$ cat src/rtl/cpu_fetch_unit.sv
// Instruction fetch/sequencing unit: holds PC and IR, issues fetch requests,
// and steps the decoder through multi-cycle instructions.
module cpu_fetch_unit (
    input  logic        Clk,
    input  logic        Reset,
    input  logic [1:0]  PS,
    input  logic        IR_L,
    input  logic        NS,
    input  logic [15:0] Branch_Addr,
    input  logic [15:0] IMem_Data,
    input  logic        IMem_Ack,
    output logic        IMem_Req,
    output logic [15:0] IMem_Addr,
    output logic [15:0] IR,
    output logic [15:0] PC,
    output logic        State,
    output logic        Exec_Valid
);

    typedef enum logic [1:0] {
        RESET_WAIT,
        FETCH,
        EXEC
    } fsm_t;

    typedef enum logic [1:0] {
        PS_HOLD   = 2'b00,
        PS_INC    = 2'b01,
        PS_REL    = 2'b10,
        PS_BRANCH = 2'b11
    } pc_sel_t;

    fsm_t        fsm_q, fsm_d;
    logic [15:0] pc_q, pc_d;
    logic [15:0] ir_q, ir_d;
    logic        step_q, step_d;

    logic [15:0] pc_inc;
    logic [15:0] pc_rel;
    logic [15:0] pc_sel;

    // Candidate PC values; all arithmetic wraps at 16 bits.
    always_comb begin
        pc_inc = pc_q + 16'd1;
        pc_rel = pc_inc + {{8{ir_q[7]}}, ir_q[7:0]};
        pc_sel = pc_q;
        case (pc_sel_t'(PS))
            PS_HOLD:   pc_sel = pc_q;
            PS_INC:    pc_sel = pc_inc;
            PS_REL:    pc_sel = pc_rel;
            PS_BRANCH: pc_sel = Branch_Addr;
            default:   pc_sel = pc_q;
        endcase
    end

    always_ff @(posedge Clk) begin
        if (Reset) begin
            fsm_q  <= RESET_WAIT;
            pc_q   <= '0;
            ir_q   <= '0;
            step_q <= 1'b0;
        end else begin
            fsm_q  <= fsm_d;
            pc_q   <= pc_d;
            ir_q   <= ir_d;
            step_q <= step_d;
        end
    end

    always_comb begin
        fsm_d      = fsm_q;
        pc_d       = pc_q;
        ir_d       = ir_q;
        step_d     = step_q;
        IMem_Req   = 1'b0;
        Exec_Valid = 1'b0;

        case (fsm_q)
            RESET_WAIT: begin
                fsm_d = FETCH;
            end

            FETCH: begin
                IMem_Req = 1'b1;
                if (IMem_Ack) begin
                    ir_d   = IMem_Data;
                    step_d = 1'b0;
                    fsm_d  = EXEC;
                end
            end

            EXEC: begin
                Exec_Valid = 1'b1;
                if (NS) begin
                    step_d = 1'b1;
                end else begin
                    step_d = 1'b0;
                    pc_d   = pc_sel;
                    if (IR_L)
                        fsm_d = FETCH;
                end
            end

            default: begin
                fsm_d = RESET_WAIT;
            end
        endcase
    end

    assign IMem_Addr = pc_q;
    assign PC        = pc_q;
    assign IR        = ir_q;
    assign State     = step_q;

endmodule
$ cat config.mk
export PLATFORM = sky130hd
export DESIGN_NAME = cpu_fetch_unit
export DESIGN_NICKNAME = d
export VERILOG_FILES = /design/src/rtl/cpu_fetch_unit.sv
export SDC_FILE = /design/constraint.sdc
export NUM_CORES = 1
export LEC_CHECK = 0
export ABC_AREA = 1
export CAP_MARGIN = 20
export CORE_MARGIN = 2
export CORE_UTILIZATION = 48
export CTS_BUF_LIST = sky130_fd_sc_hd__clkbuf_16
export DETAILED_ROUTE_END_ITERATION = 12
export GPL_ROUTABILITY_DRIVEN = 1
export PLACE_DENSITY = 0.81
export SYNTH_ARGS = -nofsm -noshare
export SYNTH_HDL_FRONTEND = slang
export SYNTH_SLANG_ARGS = --single-unit
$ cat constraint.sdc
create_clock -name Clk -period 3 [get_ports Clk]
set_clock_uncertainty 0.15 [all_clocks]
set_input_delay 0.6 -clock Clk [delete_from_list [all_inputs] [get_ports Clk]]
set_output_delay 0.6 -clock Clk [all_outputs]
set_load 0.01 [all_outputs]
==> summary.md <==
| Metric | Value |
|---|---|
| Reg-to-reg endpoint | IMem_Addr[11] |
| Critical path type | reg2reg |
| Sequential share of the synthesized area | 23.82% |
| Die Y | 82.29 um |
| Fin crit share | 90.77% |
| Largest family of logic cells by synthesized area | simple AND/OR/NAND/NOR gates |
| Setup tns final | 0 ns |
| Nets | 610 |
| Iter 0 DRT Violations | 199 |
| Yosys warns | 0 |
| Setup Fix Bufs, Post-CTS | 0 |
| Area grow syn2layout | 37.01% |
| Wire length per cell | 15.42 um |
| Worst Tran Pin Value | 0.6750 ns |
| Post-route DRC | 0 |
| Power density cells | 330.4 mW/mm^2 |
| Min-Delay Path Class | reg2reg |
| Simple-gate share of the synthesized area | 31.69% |
| Placed standard-cell area | 0.003857 sq mm |
| Fill cell count | 542 |
| EDFF count, synth | 0 |
| Global-route wire length before repair | 14.92 mm |
| Hold wc startpoint | IR[11] |
| Syn nets | 528 |
| Leak | 1.808 nW |
| Vias per cell | 5.545 |
| Port Buf Inserts | 89 |
| Vias | 3477 |
| Post-route cell area | 0.004030 sq mm |
| H-tree depth | 2 |
| Die Area | 0.006771 sq mm |
| Post-synthesis xor/xnor area fraction | 1.786% |
| Worst Path Required | 3.07 ns |
| Setup crit start | IMem_Addr[2] |
| Reg2reg start | IMem_Addr[2] |
| Clock Path Buffers | 2 |
| Top FF cell, synth | dfxtp_1 |
| # rows | 28 |
| Ant. Diodes | 0 |
| Netlist cell types | 35 |
| Core ar. | 0.005921 sq mm |
| GR Overflow Total | 0 |
| Top-Level Pins | 90 |
| Slew HR | 54.89% |
| Syn avg cell area | 6.272 sq um |
| Vias in the first global route | 3184 |
| Largest net degree at the start of global routing | 21 |
| Compound-cell area share of the yosys netlist | 19.99% |
| GPL Wtd Cong | 0.9268 |
| Post-Syn Area | 0.002942 sq mm |
| Post-Synth Adder-Cell Area | 8.762% |
| Flop and latch count out of synthesis | 35 |
| Drt total wl | 9.671 mm |
| Worst R2R Path Depth | 15 |
| Starting Density | 49.68% |
| CP Launch Type | flop |
| Mux contribution to synthesized area | 0% |
| Clock slew at reported path FFs | 0.06 ns |
| CTS tree | done |
| Final ANT Viol Nets | 0 |
| Status | complete, no violations |
| Fraction of registers with async set/reset | 0% |
| Die X | 82.29 um |
| TritonCTS Buffers | 5 |
| Total power | 1.332 mW |
| # setup viols final | 0 |
| Hold slack | 0.3190 ns |
| Ratio of cells with drive above 1 in the final layout | 8.152% |
| Clock Latency Late Sink | 0.29 ns |
| CP endpoint kind | flop |
| Slew Limit Fails | 0 |
| TritonRoute pass-1 iters | 6 |
| Clk root buf | clkbuf_16 |
| Synth Instances | 469 |
| CP arrival | 2.79 ns |
| Max-cap viol count | 0 |
| Peak supply drop | 0.2723 mV |
| F_max | 367.2 MHz |
| Initial antenna violation count | 0 |
| Num Clock Sinks | 35 |
| Final min period | 2.723 ns |
| Worst R2R Setup Slack | 0.28 ns |
| Total Routing Usage GR | 29.21% |
| RSZ-0062 raised after global routing | false |
| CP Max Fanout | 7 |
| Detail Placement HPWL | 7.452 mm |
| Hold Fails Final Rpt | 0 |
| Critical Path Sink | IMem_Addr[11] |
-- worst min path at each step --
stage	endpoint	cells past startpoint
after floorplan	IR[10]	2
after global placement	IR[10]	2
after detailed placement	IR[11]	2
after CTS	IR[11]	2
after global routing	IR[13]	2
final	IR[11]	2
-- worst max-delay path, cell delays in order, from the launching register on --
cell and delay (ns):
dfxtp_1 0.45, nand3_1 0.19, nor2_1 0.30, xor2_1 0.32
ha_1 0.32, nand2_1 0.12, inv_1 0.05, a21oi_1 0.13
nand2_1 0.13, nand2_1 0.10, nand2_1 0.06, nand2_1 0.05
nand2_1 0.07, nand2_1 0.06, nand2_1 0.05, a21oi_1 0.11
-- sequential cells by signal, indices dropped and copies added, names as in the netlist --
name / flops
IR: 16
fsm_q: 2
State: 1
IMem_Addr: 16
-- routing by layer --
metal / share of wire (%) / track usage, %
met5: 0 / 0
met4: 2.5 / 9.833
met3: 7.2 / 6.413
met2: 49 / 51.53
met1: 41 / 34.85
-- what timing repair did --
action	CTS	global route
endpoints found under the setup margin	0	7
hold endpoints to repair	0	0
hold buffers	0	0
resized for setup	0	9
-- metrics by stage --
stage / std cells / setup slack [ns] / utilization (%)
6_report: 627 / 0.2769 / 68.07
5_1_grt: 627 / 0.01651 / 68.07
4_1_cts: 627 / 0.07308 / 67.67
3_5_place_dp: 619 / 0.1647 / 65.15
3_3_place_gp: 619 / 0.2619 / 65.15
2_1_floorplan: 469 / 0.4825 / -
-- area by class of cell --
class	instances	area, sq um	area share [%]
clock buffer	5	125.1	3.105
clock inverter	3	23.77	0.5899
inverter	61	229.0	5.681
multi-input combinational	344	1852	45.95
sequential	35	703.2	17.45
tap	75	93.84	2.328
timing repair buffer	104	1003	24.90
-- report_power, final --
group          switching, mW  internal (mW)  total (mW)
registers             0.0224          0.485       0.507
clock network          0.224          0.311       0.535
logic                  0.146          0.143       0.289
-- cells by family (layout without fill, tap and decap cells) --
| group | Yosys count | after routing |
|---|---|---|
| buffers and inverters | 90 | 173 |
| AO/OA/AOI/OAI | 104 | 104 |
| XOR/XNOR | 6 | 6 |
| adder cells (fa/ha/maj) | 20 | 20 |
| flip-flops | 35 | 35 |
| AND/OR/NAND/NOR | 214 | 214 |
-- cells in the mapped netlist, drive strengths merged (3+ instances only) --
cell	instances	area (sq um)
nor3	5	36.29
a21o	3	22.52
nand3b	3	22.52
o21ai	35	175.2
clkbuf	7	26.28
xor2	5	43.79
a21boi	4	30.03
dfxtp	35	700.7
ha	19	237.7
buf	22	155.2
nand3	44	220.2
nand4	6	37.54
a21oi	51	262.8
nand2	113	424.2
and2	3	18.77
inv	60	225.2
or2	3	18.77
nor2	37	153.9
a31oi	6	37.54
-- cells in the final DEF, fill, tap and decap left out, types with 5 or more instances in the layout --
cell type and count:
nand2_1 113, clkdlybuf4s50_1 89, inv_1 57, a21oi_1 48
nand3_1 44, dfxtp_1 33, nor2_1 31, o21ai_0 30
ha_1 18, buf_4 15, nand4_1 6, a31oi_1 6
xor2_1 5, o21ai_1 5, clkbuf_16 5
(Power assumes the default switching activity.)
